==> src/rtl/bsg_manycore_link_pipe_row.sv <==
// bsg_manycore_link_pipe_row
//   Multi-channel ready/valid retiming pipeline for the inter-pod link
//   boundaries of a pod row. Each channel gets num_stages_p registered
//   2-entry buffers and runs at full throughput. The upstream ready of each
//   stage comes from that stage's own count register. There is therefore no
//   combinational path from ready_and_i to ready_and_o.
//   Channels selected by tieoff_mask_p are sinks with no storage. They replace
//   the static edge tieoffs.
//
// Ports (c = channel)
//   clk_i, reset_i     clock, synchronous active-high reset
//   v_i/data_i         upstream valid / payload                [c][width_p]
//   ready_and_o        upstream ready (ready-and handshake)    [c]
//   v_o/data_o         downstream valid / payload              [c][width_p]
//   ready_and_i        downstream ready                        [c]
//   quiesce_i          blocks new input on all channels; buffered data drains
//   occupancy_o        words held per channel                  [c][occ_w_lp]
//   idle_o             every non-tied-off channel is empty

// One channel: a chain of num_stages_p 2-entry buffers.
module bsg_manycore_link_pipe_row_chan #(
    parameter int width_p      = 1,
    parameter int num_stages_p = 1,
    parameter int occ_w_p      = 2
) (
    input  logic               clk_i,
    input  logic               reset_i,
    input  logic               v_i,
    input  logic [width_p-1:0] data_i,
    output logic               ready_and_o,
    output logic               v_o,
    output logic [width_p-1:0] data_o,
    input  logic               ready_and_i,
    input  logic               quiesce_i,
    output logic [occ_w_p-1:0] occupancy_o
);
    // Index k is the link into stage k. Index num_stages_p is the channel output.
    logic [num_stages_p:0]              v_s;
    logic [num_stages_p:0]              r_s;
    logic [num_stages_p:0][width_p-1:0] d_s;
    logic [num_stages_p-1:0][1:0]       cnt_s;

    assign v_s[0]            = v_i & ~quiesce_i & ~reset_i;
    assign d_s[0]            = data_i;
    assign ready_and_o       = r_s[0] & ~quiesce_i & ~reset_i;
    assign r_s[num_stages_p] = ready_and_i;
    assign v_o               = v_s[num_stages_p] & ~reset_i;
    assign data_o            = d_s[num_stages_p];

    for (genvar k = 0; k < num_stages_p; k++) begin : stg
        logic [1:0][width_p-1:0] mem;
        logic                    wr_ptr, rd_ptr;
        logic [1:0]              cnt;
        logic                    enq, deq;

        assign enq        = v_s[k] & r_s[k];
        assign deq        = v_s[k+1] & r_s[k+1];
        // Ready is count<2 taken straight from the register. With two entries
        // this keeps a full-rate stream moving without a bubble.
        assign r_s[k]     = ~cnt[1];
        assign v_s[k+1]   = |cnt;
        // A write only lands in the free slot. The head therefore holds still while stalled.
        assign d_s[k+1]   = mem[rd_ptr];
        assign cnt_s[k]   = cnt;

        always_ff @(posedge clk_i) begin
            if (reset_i) begin
                cnt    <= 2'd0;
                wr_ptr <= 1'b0;
                rd_ptr <= 1'b0;
            end else begin
                if (enq) begin
                    mem[wr_ptr] <= d_s[k];
                    wr_ptr      <= ~wr_ptr;
                end
                if (deq) rd_ptr <= ~rd_ptr;
                cnt <= cnt + {1'b0, enq} - {1'b0, deq};
            end
        end
    end

    always_comb begin
        occupancy_o = '0;
        for (int k = 0; k < num_stages_p; k++)
            occupancy_o = occupancy_o + occ_w_p'(cnt_s[k]);
    end

    hold_data_a: assert property (@(posedge clk_i) disable iff (reset_i)
        (v_o & ~ready_and_i) |=> $stable(data_o));
endmodule

module bsg_manycore_link_pipe_row #(
    parameter int                        width_p        = 1,
    parameter int                        num_channels_p = 1,
    parameter int                        num_stages_p   = 1,
    parameter logic [num_channels_p-1:0] tieoff_mask_p  = '0,
    parameter logic [width_p-1:0]        tieoff_val_p   = '0,
    localparam int occ_w_lp = (num_stages_p == 0) ? 1 : $clog2(2*num_stages_p+1)
) (
    input  logic                                    clk_i,
    input  logic                                    reset_i,
    input  logic [num_channels_p-1:0]               v_i,
    input  logic [num_channels_p-1:0][width_p-1:0]  data_i,
    output logic [num_channels_p-1:0]               ready_and_o,
    output logic [num_channels_p-1:0]               v_o,
    output logic [num_channels_p-1:0][width_p-1:0]  data_o,
    input  logic [num_channels_p-1:0]               ready_and_i,
    input  logic                                    quiesce_i,
    output logic [num_channels_p-1:0][occ_w_lp-1:0] occupancy_o,
    output logic                                    idle_o
);
    logic [num_channels_p-1:0] busy;
    // The clock has no load when every channel is tied off or passthrough.
    logic unused_clk;
    assign unused_clk = clk_i;

    for (genvar c = 0; c < num_channels_p; c++) begin : ch
        if (tieoff_mask_p[c]) begin : tie
            // This is a sink that swallows anything sent to it. It ignores quiesce and reset.
            logic unused_tie;
            assign unused_tie     = ^{v_i[c], data_i[c], ready_and_i[c]};
            assign v_o[c]         = 1'b0;
            assign data_o[c]      = tieoff_val_p;
            assign ready_and_o[c] = 1'b1;
            assign occupancy_o[c] = '0;
            assign busy[c]        = 1'b0;
        end else if (num_stages_p == 0) begin : thru
            assign v_o[c]         = v_i[c];
            assign data_o[c]      = data_i[c];
            assign ready_and_o[c] = ready_and_i[c] & ~quiesce_i;
            assign occupancy_o[c] = '0;
            assign busy[c]        = 1'b0;
        end else begin : pipe
            bsg_manycore_link_pipe_row_chan #(
                .width_p     (width_p),
                .num_stages_p(num_stages_p),
                .occ_w_p     (occ_w_lp)
            ) u_chan (
                .clk_i      (clk_i),
                .reset_i    (reset_i),
                .v_i        (v_i[c]),
                .data_i     (data_i[c]),
                .ready_and_o(ready_and_o[c]),
                .v_o        (v_o[c]),
                .data_o     (data_o[c]),
                .ready_and_i(ready_and_i[c]),
                .quiesce_i  (quiesce_i),
                .occupancy_o(occupancy_o[c])
            );
            assign busy[c] = |occupancy_o[c];
        end
    end

    assign idle_o = reset_i | ~|busy;
endmodule

==> config.mk <==
export PLATFORM = sky130hd
export DESIGN_NAME = bsg_manycore_link_pipe_row
export DESIGN_NICKNAME = d
export VERILOG_FILES = /design/src/rtl/bsg_manycore_link_pipe_row.sv
export SDC_FILE = /design/constraint.sdc
export NUM_CORES = 1
export LEC_CHECK = 0
export CAP_MARGIN = 30
export CORE_AREA = 4 4 41 43
export DETAILED_ROUTE_END_ITERATION = 6
export DIE_AREA = 0 0 45 47
export HOLD_SLACK_MARGIN = 0.03
export SLEW_MARGIN = 10
export SYNTH_ARGS = -nofsm -noshare
export SYNTH_HDL_FRONTEND = slang
export SYNTH_SLANG_ARGS = --single-unit
==> constraint.sdc <==
create_clock -name clk_i -period 1.4 [get_ports clk_i]
set_input_delay 0.14 -clock clk_i [delete_from_list [all_inputs] [get_ports clk_i]]
set_output_delay 0.14 -clock clk_i [all_outputs]
set_load 0.02 [all_outputs]
==> results.md, run 1 <==
* Worst Setup Start Kind: register
* Die W at 45 um
* Num ports at 12
* HP Start: data_i
* Fillers at 144
* CORE AREA at 1300 um2
* Sequential power share at 27.8%
* Die Y at 47 um
* Postcts setup bufs at 0
* First-pass GRT wire length at 1.10 mm
* Clock power frac at 18.9%
* Die area at 2120 um2
* Avg Cell Area, Syn at 10.2 um2
* CP Capture Type: output pin
* 1st-pass router iterations at 4
* Largest net degree at the start of global routing at 7
* Vias in the first global route at 262
* Clock Tree Buf Depth at 2
* Final worst path period need at 1.35 ns
* Layout Utilization at 39.2%
* Top cell type by total area after synthesis: dfxtp_1
* Later-pin clock latency in the skew report at 0.25 ns
* Pleak at 0.215 nW
* Clock Sinks at 6
* DP HPWL at 490 um
* Total wire length at 627 um
* Drt wl/cell at 9.65 um
* WP data required at 1.26 ns
* Layout net count at 58
* Setup CP Type: reg2out
* GRT Resource Usage Total at 7.94%
* Post-Layout Cell Count at 65
* # H-tree levels at 1
* Dpl cells at 61
* CTS buffer count at 3
* Worst reg2reg setup slack at 0.07 ns
* Most frequent cells in the layout: 7 x buf_4, 5 x clkdlybuf4s50_1, 4 x nor2_1
* Largest cells by area after synthesis: dfxtp_1 27%, edfxtp_1 20%, xnor2_1 5.9%
* Switching Fraction at 35.3%
* GP Congestion at 0.772
* DRT iter0 DRCs at 4
* Final setup fails at 0
* Synth Register Bits at 6
* Starting density of the core at 22.7%
* Worst slew pin tran at 0.291 ns
* Status: finished, final reports clean
* R2r worst-path depth at 6
* RSZ-0062 raised after global routing: no
* Reg2Reg Launch Point: ch[0].pipe.u_chan.cnt_s[0]
* Syn Std Cell Area at 295 um2
* Residual DRC at 0
* Fin crit share at 96.4%
* Port Buffers at 11
* Hold Path Class: in2reg
* Max Cap Viol at 0
* CP arrival at 1.21 ns
* Netlist cell types at 18
* Area fraction of the dominant cell type after synthesis at 27.1%
* Slew HR at 80.3%
* Cell depth of the worst hold path at 1
* Site row count at 13
* Comb power frac at 53.4%
* Most common cell after layout, fill and taps aside: buf_4
* Reg2reg end: ch[0].pipe.u_chan.cnt_s[1]
* Max Fclk at 741 MHz
* PwrDens at 1850 nW/um2
* Antenna violations before repair at 0
* Critical path peak fanout at 2
* Register area share after synthesis at 47.5%
* Routed vias at 273
* Switching Power at 0.000333 W
* Cell Int Power at 0.000610 W
* Synthesized Nets at 36
* Antenna diodes at 0
* Peak supply drop at 0.000655 V
* Clock Skew at 0.00386 ns
* Number of synthesis warnings at 0
* Synth-to-Final Area Change at 72.9%
* TritonCTS clock tree: done
* Vias per cell at 4.20
* Hold path endpoint: ch[0].pipe.u_chan.stg[0].mem[1]
* Synth Instances at 29
* Slew Viols, Final at 0
* Final ANT Viol Nets at 0
* Hold_ws at 0.480 ns
* Remaining Overflow, GRT at 0
* Clock root buffer: clkbuf_4
* Fraction of layout cells with a size suffix above 1 at 40.0%
* CTS clk-pin slew, worst paths at 0.05 ns
* Hold Vio Cnt, Final at 0
-- cell families after synthesis --
kind of cell             after synthesis  share of synthesized area [%]
AND/OR/NAND/NOR                       13                           26.3
flip-flops                             6                           47.5
XOR/XNOR                               3                           8.90
buffers and inverters                  3                           3.81
AO/OA/AOI/OAI                          2                           5.51
multiplexers                           1                           3.81
adder cells (fa/ha/maj)                1                           4.24
-- power by group through the flow --
| stage | sequential, W | combinational (W) | clock [W] |
|---|---|---|---|
| detailed placement | 0.000262 | 0.000510 | 0 |
| global route | 0.000268 | 0.000558 | 0.000200 |
| global placement | 0.000263 | 0.000510 | 0 |
| floorplan | 0.000300 | 0.000221 | 0 |
| CTS | 0.000259 | 0.000507 | 0.000181 |
| finish | 0.000262 | 0.000503 | 0.000178 |
-- metrics by stage --
stage          total power [W]  area [um2]  setup WS, ns  setup TNS (ns)
6_report              0.000943         510        0.0503               0
3_5_place_dp          0.000772         479        -0.311          -0.764
2_1_floorplan         0.000521         302        0.0338               0
4_1_cts               0.000948         513       0.00558               0
3_3_place_gp          0.000772         479        -0.317          -0.831
5_1_grt                0.00103         510       0.00435               0
-- per-layer routing --
layer	GRT usage (%)	part of all wire, %	vias up
met5	0	0	-
met3	2.68	14	4
met1	10.1	44	112
met4	10.5	3.5	0
met2	8.76	39	13
li1	-	-	144
-- worst max-delay path, cell delays in order (launching register included) --
cell	delay, ns
dfxtp_1	0.34
mux2_2	0.34
clkdlybuf4s15_1	0.28
-- state kept, by name, summed over array words and instances, names as in the netlist --
| register | count |
|---|---|
| ch.pipe.u_chan.cnt_s | 2 |
| ch.pipe.u_chan.stg.mem | 2 |
| ch.pipe.u_chan.stg.rd_ptr | 1 |
| ch.pipe.u_chan.stg.wr_ptr | 1 |
-- area by class of cell --
class | count | area (um2) | area share, %
flip-flops and latches | 6 | 141 | 27.7
clock buffers | 4 | 26.3 | 5.15
well taps | 15 | 18.8 | 3.68
multi-input cells | 20 | 168 | 32.8
inverters | 2 | 7.51 | 1.47
repair buffers | 18 | 149 | 29.2
-- Yosys cell counts --
| cell | number |
|---|---|
| xor2_1 | 1 |
| o21a_1 | 1 |
| nor3b_2 | 1 |
| nor2_1 | 4 |
| nor3b_1 | 1 |
| ha_1 | 1 |
| nand2b_1 | 1 |
| nor3_1 | 3 |
| mux2_2 | 1 |
| xnor2_1 | 2 |
| nor4b_1 | 1 |
| o21a_2 | 1 |
| dfxtp_1 | 4 |
| edfxtp_1 | 2 |
| or2_2 | 1 |
| clkbuf_1 | 1 |
| inv_1 | 2 |
| nor4_1 | 1 |
-- worst max-delay path by stage --
stage / startpoint / depth (start not counted) / endpoint / slack (ns)
4_1_cts: ch[0].pipe.u_chan.stg[0].rd_ptr / 2 / data_o / 0.006
6_report: ch[0].pipe.u_chan.stg[0].rd_ptr / 2 / data_o / 0.05
5_1_grt: ch[0].pipe.u_chan.cnt_s[0] / 6 / ch[0].pipe.u_chan.cnt_s[1] / 0.004
3_5_place_dp: reset_i / 4 / v_o / -0.31
3_3_place_gp: reset_i / 4 / v_o / -0.32
2_1_floorplan: ch[0].pipe.u_chan.cnt_s[0] / 5 / ch[0].pipe.u_chan.cnt_s[1] / 0.03
-- timing repair --
item | 4_1_cts | 5_1_grt
pin swaps | 1 | 2
hold buffers | 0 | 0
gates resized for setup | 9 | 6
setup endpoints to repair | 7 | 4
No activity file was read; power rests on OpenSTA's default activity.
==> run 2: changes to the inputs <==
SKIP_CTS_REPAIR_TIMING = 1   (was unset)
clock period = 1.3 ns   (was 1.4 ns; I/O delays follow)
==> run 2 against run 1 <==
  * Via count grew 7.7%
  * The flow now finishes with violations (negative setup slack)
  * Critical path depth increased by 4
  * Global-route usage is 0.15 points higher
  * Design area increased by 14%
  * Flip-flop and latch count unchanged
  * Clock skew increased by 0.0012 ns
  * Non-clock buffer count grew 3
  * Clock power rose by 4%
  * Largest power group unchanged
  * Combinational power rose by 35%
  * Sequential share of layout area is 2.7 points lower
==> results.md, run 2 (synthesis results as in run 1) <==
* Port Buffers at 11
* Top Metal Used: met4
* First-pass GRT wire length at 1.08 mm
* Die area at 2120 um2
* GP Congestion at 0.735
* Met1 Wirelength at 293 um
* CORE AREA at 1300 um2
* Antenna diodes at 0
* Final setup fails at 2
* DP Area at 503 um2
* Failing checks: negative setup slack
* Slew Viols, Final at 0
* PwrDens at 1980 nW/um2
* Met3 WL at 50 um
* Hold Vio Cnt, Final at 0
* Worst slew pin tran at 0.256 ns
* Max Fclk at 722 MHz
* Most common cell after layout, fill and taps aside: buf_4
* Peak supply drop at 0.000582 V
* Fraction of layout cells with a size suffix above 1 at 49.1%
* 1st-pass router iterations at 1
* Critical-path cell list: buf_6, o21a_4, ha_4, nor3b_4, o21a_1, nor3_2
* Remaining Overflow, GRT at 0
* Largest net degree at the start of global routing at 7
* Post-Layout Cell Count at 68
* Final worst path period need at 1.39 ns
* Fin crit share at 107%
* Cell depth of the worst hold path at 1
* Reg2reg end: ch[0].pipe.u_chan.cnt_s[1]
* Die W at 45 um
* Reg2Reg Launch Point: ch[0].pipe.u_chan.cnt_s[0]
* Routed vias at 294
* Layout net count at 61
* Residual DRC at 0
* # H-tree levels at 1
* CP arrival at 1.51 ns
* Largest stage delay, worst path at 0.32 ns
* Vias per cell at 4.32
* Layout Utilization at 44.7%
* CTS buffer count at 3
* Worst reg2reg setup slack at -0.09 ns
* Pleak at 0.282 nW
* TritonCTS clock tree: done
* Clock root buffer: clkbuf_4
* Drt wl/cell at 10.6 um
* Slack of the critical path at -0.0850 ns
* Fillers at 138
* Dpl cells at 62
* Most frequent cells in the layout: 8 x buf_4, 5 x clkdlybuf4s50_1, 4 x nor2_1, 4 x dlymetal6s2s_1
* Starting density of the core at 22.7%
* Later-pin clock latency in the skew report at 0.24 ns
* WP data required at 1.43 ns
* Crit path max-delay cell type: dfxtp_2
* CTS clk-pin slew, worst paths at 0.05 ns
* Total power at 0.00115 W
* Setup CP Type: reg2reg
* Slew HR at 82.8%
* R2r worst-path depth at 6
* Total wire length at 722 um
* Max Cap Viol at 0
* CP Capture Type: register
* Clock Sinks at 6
* End of the critical path: ch[0].pipe.u_chan.cnt_s[1]
* Met2 WL at 361 um
* Vias in the first global route at 273
* Site row count at 13
* GRT Resource Usage Total at 8.08%
* Worst Setup Start Kind: register
* Hold Path Class: in2reg
* Post-route cell area at 582 um2
* Status: finished, violations left
* Clock Tree Buf Depth at 2
* Synth-to-Final Area Change at 97.0%
* Final ANT Viol Nets at 0
* Clock Skew at 0.00505 ns
* Antenna violations before repair at 0
* Worst setup startpoint: ch[0].pipe.u_chan.cnt_s[0]
* Critical path peak fanout at 2
* RSZ-0062 raised after global routing: yes
* Die Y at 47 um
* DP HPWL at 566 um
* Register area at 145 um2
* Area of the multi-input gates at 185 um2
* Num ports at 12
* DRT iter0 DRCs at 0
[run 2: power by group]
part | total [W] | switching, W | internal (W)
logic | 0.000677 | 0.000282 | 0.000395
registers | 0.000292 | 0.0000401 | 0.000252
clock network | 0.000185 | 0.0000691 | 0.000116
total | 0.00115 | 0.000391 | 0.000763
[run 2: worst min-delay path by stage]
| stage | start | endpoint | slack [ns] |
|---|---|---|---|
| 6_report | data_i | ch[0].pipe.u_chan.stg[0].mem[0] | 0.48 |
| 5_1_grt | data_i | ch[0].pipe.u_chan.stg[0].mem[0] | 0.46 |
| 4_1_cts | data_i | ch[0].pipe.u_chan.stg[0].mem[1] | 0.46 |
| 3_5_place_dp | ch[0].pipe.u_chan.stg[0].wr_ptr | ch[0].pipe.u_chan.stg[0].wr_ptr | 0.56 |
| 3_3_place_gp | ch[0].pipe.u_chan.stg[0].wr_ptr | ch[0].pipe.u_chan.stg[0].wr_ptr | 0.52 |
| 2_1_floorplan | data_i | ch[0].pipe.u_chan.stg[0].mem[0] | 0.23 |
[run 2: through the flow]
step	TNS [ns]	hold WS (ns)	setup slack [ns]
after floorplan	0	0.229	0.00718
after global placement	-1.37	0.518	-0.389
after detailed placement	-1.40	0.564	-0.391
after CTS	-1.54	0.459	-0.417
after global routing	-0.206	0.460	-0.130
final	-0.111	0.476	-0.0850
[run 2: worst max-delay path: cells and delay by family, from the launching register on]
| kind | cells | cell delay [ns] |
|---|---|---|
| AOI/OAI and AO/OA | 2 | 0.38 |
| adders and majority gates | 1 | 0.25 |
| buffers and inverters | 1 | 0.11 |
| DFF | 1 | 0.32 |
| and+or+nand+nor | 2 | 0.22 |
[run 2: layout make-up]
type,count,share of cell area [%]
clock buffer,4,4.52
timing repair buffer,21,34.2
sequential,6,24.9
multi-input combinational,20,31.8
inverter,2,1.29
tap,15,3.23
[run 2: metal layers]
| metal | vias up | global-route usage (%) |
|---|---|---|
| met4 | 0 | 10.5 |
| met3 | 2 | 2.30 |
| li1 | 150 | - |
| met5 | - | 0 |
| met2 | 10 | 12.1 |
| met1 | 132 | 8.03 |
